[config.mk]
export PLATFORM = sky130hd
export DESIGN_NAME = comm_rx
export DESIGN_NICKNAME = d
export VERILOG_FILES = /design/src/rtl/comm_pkg.sv /design/src/rtl/comm_rx_sync_2ff.sv /design/src/rtl/comm_rx.sv
export SDC_FILE = /design/constraint.sdc
export NUM_CORES = 1
export LEC_CHECK = 0
export CELL_PAD_IN_SITES_DETAIL_PLACEMENT = 1
export CELL_PAD_IN_SITES_GLOBAL_PLACEMENT = 2
export CORE_MARGIN = 2
export CORE_UTILIZATION = 40
export CTS_BUF_LIST = sky130_fd_sc_hd__clkbuf_4
export DETAILED_ROUTE_END_ITERATION = 12
export PLACE_DENSITY_LB_ADDON = 0.12
export SLEW_MARGIN = 30
export SYNTH_ARGS = -nofsm -noshare
export SYNTH_HDL_FRONTEND = slang
export SYNTH_HIERARCHICAL = 1
export SYNTH_SLANG_ARGS = --single-unit
[constraint.sdc]
create_clock -name sys_clk_i -period 2.6 [get_ports sys_clk_i]
set_clock_uncertainty 0.1 [all_clocks]
set_input_delay 0.52 -clock sys_clk_i [delete_from_list [all_inputs] [get_ports sys_clk_i]]
set_output_delay 0.52 -clock sys_clk_i [all_outputs]
set_load 0.1 [all_outputs]
[src/rtl/comm_pkg.sv]
`default_nettype none
// ============================================================================
// Module      : comm_pkg
// Description : Shared definitions for the serial receiver: default bit
//               timing, payload width and the receive FSM state encoding.
// Revision    : 1.0 - initial release
// ============================================================================
package comm_pkg;

  // 50 MHz system clock / 115200 baud
  localparam int C_DEF_CLKS_PER_BIT = 434;
  localparam int C_DEF_DATA_BITS    = 8;

  typedef enum logic [2:0] {
    ST_IDLE    = 3'd0,
    ST_START   = 3'd1,
    ST_DATA    = 3'd2,
    ST_STOP    = 3'd3,
    ST_WAIT_HI = 3'd4
  } rx_state_e;

endpackage : comm_pkg
`default_nettype wire

[src/rtl/comm_rx_sync_2ff.sv]
`default_nettype none
// ============================================================================
// Module      : sync_2ff
// Description : Two-flop synchronizer for a single asynchronous bit, with a
//               configurable reset value so an idle-high line reads idle.
// Revision    : 1.0 - initial release
// ============================================================================
module sync_2ff #(
  parameter logic RESET_VAL = 1'b1
) (
  input  logic clk,
  input  logic rst,
  input  logic i_d,
  output logic o_q
);

  logic meta_q, meta_d;
  logic sync_q, sync_d;

  // Next value of each stage: first stage captures the pin, second the first
  always_comb begin
    meta_d = i_d;
    sync_d = meta_q;
  end

  // Synchronizer stages; both come out of reset at the idle level
  always_ff @(posedge clk or posedge rst) begin
    if (rst) begin
      meta_q <= RESET_VAL;
      sync_q <= RESET_VAL;
    end else begin
      meta_q <= meta_d;
      sync_q <= sync_d;
    end
  end

  assign o_q = sync_q;

endmodule : sync_2ff
`default_nettype wire

[src/rtl/comm_rx.sv]
`default_nettype none
// ============================================================================
// Module      : comm_rx
// Description : Serial (8N1-style) receiver with mid-bit sampling, a single
//               holding register and sticky framing/overrun flags.
// Revision    : 1.0 - initial release
// ============================================================================
module comm_rx
  import comm_pkg::*;
#(
  parameter int CLKS_PER_BIT = C_DEF_CLKS_PER_BIT,
  parameter int DATA_BITS    = C_DEF_DATA_BITS
) (
  input  logic                 sys_clk_i,
  input  logic                 sys_rst_i,
  input  logic                 c_rx,
  input  logic                 rx_ack,
  input  logic                 err_clr,
  output logic [DATA_BITS-1:0] rx_data,
  output logic                 rx_valid,
  output logic                 rx_busy,
  output logic                 frame_err,
  output logic                 overrun
);

  localparam int C_CNT_W = (CLKS_PER_BIT > 1) ? $clog2(CLKS_PER_BIT) : 1;
  localparam int C_BIT_W = $clog2(DATA_BITS + 1);
  // Start bit is checked half a bit in so every later sample lands mid-bit
  localparam logic [C_CNT_W-1:0] C_HALF_CNT = C_CNT_W'(CLKS_PER_BIT / 2 - 1);
  localparam logic [C_CNT_W-1:0] C_FULL_CNT = C_CNT_W'(CLKS_PER_BIT - 1);
  localparam logic [C_BIT_W-1:0] C_LAST_BIT = C_BIT_W'(DATA_BITS - 1);

  logic                 w_rxs;
  logic                 w_load;
  logic                 w_stop_bad;

  rx_state_e            state_q, state_d;
  logic [C_CNT_W-1:0]   cnt_q,   cnt_d;
  logic [C_BIT_W-1:0]   bit_q,   bit_d;
  logic [DATA_BITS-1:0] shift_q, shift_d;
  logic [DATA_BITS-1:0] data_q,  data_d;
  logic                 valid_q, valid_d;
  logic                 ferr_q,  ferr_d;
  logic                 ovr_q,   ovr_d;

  sync_2ff #(
    .RESET_VAL (1'b1)
  ) u_sync (
    .clk (sys_clk_i),
    .rst (sys_rst_i),
    .i_d (c_rx),
    .o_q (w_rxs)
  );

  // Frame decoder: bit timing, LSB-first shifting and stop-bit verdict
  always_comb begin
    state_d    = state_q;
    cnt_d      = cnt_q;
    bit_d      = bit_q;
    shift_d    = shift_q;
    w_load     = 1'b0;
    w_stop_bad = 1'b0;
    case (state_q)
      ST_IDLE: begin
        cnt_d = '0;
        bit_d = '0;
        if (!w_rxs) begin
          state_d = ST_START;
        end
      end
      ST_START: begin
        if (cnt_q == C_HALF_CNT) begin
          cnt_d   = '0;
          // A line already back high mid start bit was only a glitch
          state_d = w_rxs ? ST_IDLE : ST_DATA;
        end else begin
          cnt_d = cnt_q + C_CNT_W'(1);
        end
      end
      ST_DATA: begin
        if (cnt_q == C_FULL_CNT) begin
          cnt_d   = '0;
          shift_d = {w_rxs, shift_q[DATA_BITS-1:1]};
          if (bit_q == C_LAST_BIT) begin
            bit_d   = '0;
            state_d = ST_STOP;
          end else begin
            bit_d = bit_q + C_BIT_W'(1);
          end
        end else begin
          cnt_d = cnt_q + C_CNT_W'(1);
        end
      end
      ST_STOP: begin
        if (cnt_q == C_FULL_CNT) begin
          cnt_d = '0;
          if (w_rxs) begin
            w_load  = 1'b1;
            state_d = ST_IDLE;
          end else begin
            w_stop_bad = 1'b1;
            state_d    = ST_WAIT_HI;
          end
        end else begin
          cnt_d = cnt_q + C_CNT_W'(1);
        end
      end
      ST_WAIT_HI: begin
        // A held-low line (break) must not look like a stream of start bits
        cnt_d = '0;
        if (w_rxs) begin
          state_d = ST_IDLE;
        end
      end
      default: begin
        state_d = ST_IDLE;
        cnt_d   = '0;
        bit_d   = '0;
      end
    endcase
  end

  // Holding register and sticky flags; a setting event beats err_clr
  always_comb begin
    data_d  = data_q;
    valid_d = valid_q;
    ferr_d  = ferr_q;
    ovr_d   = ovr_q;
    if (err_clr) begin
      ferr_d = 1'b0;
      ovr_d  = 1'b0;
    end
    if (w_load) begin
      if (!valid_q || rx_ack) begin
        data_d  = shift_q;
        valid_d = 1'b1;
      end else begin
        ovr_d = 1'b1;
      end
    end else if (rx_ack) begin
      valid_d = 1'b0;
    end
    if (w_stop_bad) begin
      ferr_d = 1'b1;
    end
  end

  // Decoder state registers
  always_ff @(posedge sys_clk_i or posedge sys_rst_i) begin
    if (sys_rst_i) begin
      state_q <= ST_IDLE;
      cnt_q   <= '0;
      bit_q   <= '0;
      shift_q <= '0;
    end else begin
      state_q <= state_d;
      cnt_q   <= cnt_d;
      bit_q   <= bit_d;
      shift_q <= shift_d;
    end
  end

  // Consumer-facing registers
  always_ff @(posedge sys_clk_i or posedge sys_rst_i) begin
    if (sys_rst_i) begin
      data_q  <= '0;
      valid_q <= 1'b0;
      ferr_q  <= 1'b0;
      ovr_q   <= 1'b0;
    end else begin
      data_q  <= data_d;
      valid_q <= valid_d;
      ferr_q  <= ferr_d;
      ovr_q   <= ovr_d;
    end
  end

  assign rx_data   = data_q;
  assign rx_valid  = valid_q;
  assign rx_busy   = (state_q != ST_IDLE);
  assign frame_err = ferr_q;
  assign overrun   = ovr_q;

endmodule : comm_rx
`default_nettype wire

==> reports/summary.json <==
{
  "status": {
    "status": "finished clean"
  },
  "place": {
    "dpl.hpwl_um": 2400,
    "total_cell_area_at_the_placement_stage_mm2": 0.00191,
    "place_congestion": 0.724,
    "place_ws_ps": 398,
    "numPortBuffers": 16
  },
  "global_routing": {
    "grt_pass1_vias": 1218,
    "globalRoute.totalOverflow": 0,
    "grt_max_degree": 36,
    "initial_antenna_violation_count": 0,
    "track_usage": 0.155,
    "grt_first_pass_wirelength_um": 6070
  },
  "synthesis": {
    "postSynthNetCount": 154,
    "synth_top_cell_area_share": 0.505,
    "yosysSeqAreaShare": 0.535,
    "syn-instance-count": 145,
    "netlist_area_mm2": 0.00174,
    "ys.flop_type": "sky130_fd_sc_hd__dfrtp_1",
    "postSynthRegisterBits": 37,
    "synthTopCellsByCount": "sky130_fd_sc_hd__dfrtp_1, sky130_fd_sc_hd__nor2_1, sky130_fd_sc_hd__inv_1, sky130_fd_sc_hd__mux2_2, sky130_fd_sc_hd__mux2_4",
    "yosysWarnings": 6,
    "syn_avg_cell_area_um2": 12.0,
    "yosys.cell_count.top_type": "sky130_fd_sc_hd__dfrtp_1",
    "unique_cell_type_count_in_the_yosys_netlist": 42,
    "yosys.area.top_type": "sky130_fd_sc_hd__dfrtp_1",
    "asyncSetResetFlopFracSynth": 1.00,
    "number_of_enable_type_register_cells_in_the_synthesized_netlist": 0,
    "synth_area_leaders": "sky130_fd_sc_hd__dfrtp_1, sky130_fd_sc_hd__mux2_4, sky130_fd_sc_hd__mux2_2, sky130_fd_sc_hd__dfstp_2, sky130_fd_sc_hd__ha_1"
  },
  "critical_path": {
    "end_kind": "primary output",
    "worst-endpoint-arrival_ps": 1550,
    "worstPathCellList": "or3_1 -> buf_4",
    "critPathLaunchType": "flip-flop",
    "cp_slowest_cell": "sky130_fd_sc_hd__dfrtp_1",
    "timing.critical_path.slowest_cell_delay_ps": 560,
    "criticalPathCategory": "flip-flop to primary output",
    "cp_max_fanout": 15,
    "worst-endpoint-required_ps": 1980
  },
  "detailed_routing": {
    "detail_route.vias_per_cell": 5.31,
    "drt_iter0_drc": 74,
    "routed_wirelength_um": 3380,
    "number_of_remaining_drc_errors": 0,
    "postRouteAntennaNets": 0,
    "firstDrtPassIters": 2,
    "wl_per_cell_um": 15.7,
    "detailroute.via_count": 1142
  },
  "layout": {
    "diodes": 0,
    "layout.nets": 173,
    "post_layout_utilization_of_the_core": 0.482,
    "flow.area_growth_from_synthesis_pct": 13.5,
    "layout.cell_area.non_filler_mm2": 0.00197,
    "post_route_cells_drive_above_1_share": 0.279
  },
  "die": {
    "rows": 23,
    "i_o_pin_total": 17,
    "die-height_um": 69.9,
    "floorplan.initialDensity": 0.425,
    "dieWidth_um": 69.9,
    "die_area_mm2": 0.00488,
    "core_region_area_mm2": 0.00409
  },
  "cts": {
    "tritoncts": "built",
    "cts.sink_count": 37,
    "postCtsResizedCells": 0,
    "worst_case_clock_buffer_depth": 2,
    "path_clk_slew_ps": 120,
    "clock_insertion_delay_worst_skew_ps": 350,
    "cts_hold_repair.buffers": 0,
    "cts_made_buffers": 5,
    "cts_setup_buffers": 0,
    "cts.root.buffer_cell": "sky130_fd_sc_hd__clkbuf_4",
    "cts-htree-levels": 2
  },
  "power_and_ir_drop": {
    "worst_ir_drop_vdd_mv": 0.270,
    "total_power_uw": 916,
    "power_frac_comb": 0.021,
    "power_switching_share": 0.244,
    "p_sw_uw": 223,
    "power_density_mw_per_mm2": 465,
    "cellInternalPower_uw": 692,
    "clock_power_share": 0.346,
    "total_leakage_power_nw": 0.941,
    "power.sequential.fraction": 0.633
  },
  "sta": {
    "final_critical_path_setup_slack_ps": 428,
    "timing.final.crit_period_ps": 2170,
    "worst_slew_pin_slew_ps": 592,
    "setup_repair_after_global_routing_missed_its_margin": "false",
    "hold_viol_final": 0,
    "timing.final.crit_share": 0.835,
    "relSlewSlack": 0.603,
    "totalNegativeSetupSlack_ps": 0,
    "count_of_final_setup_violators": 0,
    "maxClockFrequency_mhz": 460,
    "number_of_pins_with_negative_max_slew_slack_in_the_final_report": 0
  },
  "job": {
    "maxCapViolations": 0
  },
  "hold_path": {
    "hp-class": "flip-flop to flip-flop"
  }
}
[layout by cell type (no fill, tap or decap), drive strengths merged, types with 2 or more instances in the layout]
cell type      count
nor2b              3
clkinv             3
clkdlybuf4s50      4
nor2              13
o32ai              2
clkbuf             5
nand3              6
nand2              7
inv                9
nand2b             5
a21oi              5
dfrtp             35
xnor2              5
or3                2
buf               14
xor2               2
ha                 4
mux2              17
dfstp              2
[power groups by stage]
stage,clock [mW],combinational (mW),sequential (mW)
2_1_floorplan,0,0.00944,0.590
3_3_place_gp,0,0.0197,0.591
3_5_place_dp,0,0.0204,0.591
4_1_cts,0.334,0.0204,0.580
5_1_grt,0.353,0.0222,0.581
6_report,0.317,0.0191,0.580
[critical path: cells and delay by family, from the launching register on]
family        cells  cell delay, ps
buf+inv           1             240
simple gates      1             400
flops             1             560
[path summary, 6_finish.rpt]
path                       slack, ps          start             to  depth (start not counted)
min in group asynchronous        420      sys_rst_i  u_sync/meta_q                          2
min reg2reg                      260  u_sync/meta_q     u_sync/o_q                          0
min                              260  u_sync/meta_q     u_sync/o_q                          0
max in group asynchronous       1610      sys_rst_i     shift_q[4]                          3
max                              430     state_q[0]        rx_busy                          2
max reg2reg                      430       cnt_q[1]     shift_q[4]                          6
[layout make-up]
cell class	instances	area (um2)
tap	50	62.6
timing repair buffer	18	145
fill	461	2120
clock inverter	3	22.5
inverter	9	33.8
multi-input combinational	93	739
sequential	37	928
clock buffer	5	37.5
[sequential cells by signal, summed over array words and instances (netlist names)]
name and flops:
bit_q 4, cnt_q 9, frame_err 1, overrun 1, rx_data 8, rx_valid 1
shift_q 8, state_q 3, u_sync/meta_q 1, u_sync/o_q 1
[layer usage]
metal | global-route usage | routed length [um]
met5 | 0 | 0
met2 | 0.239 | 1550
met1 | 0.209 | 1650
met3 | 0.0491 | 119
met4 | 0.0513 | 51
[metrics by stage]
stage	std cells	hold slack [ps]
3_3_place_gp	207	247
6_report	215	263
3_5_place_dp	207	248
2_1_floorplan	145	245
4_1_cts	215	265
5_1_grt	215	273
[cell families after synthesis]
group                    share of synthesized area
AND/OR/NAND/NOR                              0.152
flip-flops                                   0.535
AO/OA/AOI/OAI                               0.0822
multiplexers                                 0.128
buffers and inverters                       0.0389
XOR/XNOR                                    0.0353
adder cells (fa/ha/maj)                     0.0288
Note: power is estimated with default switching activity, not from simulation.
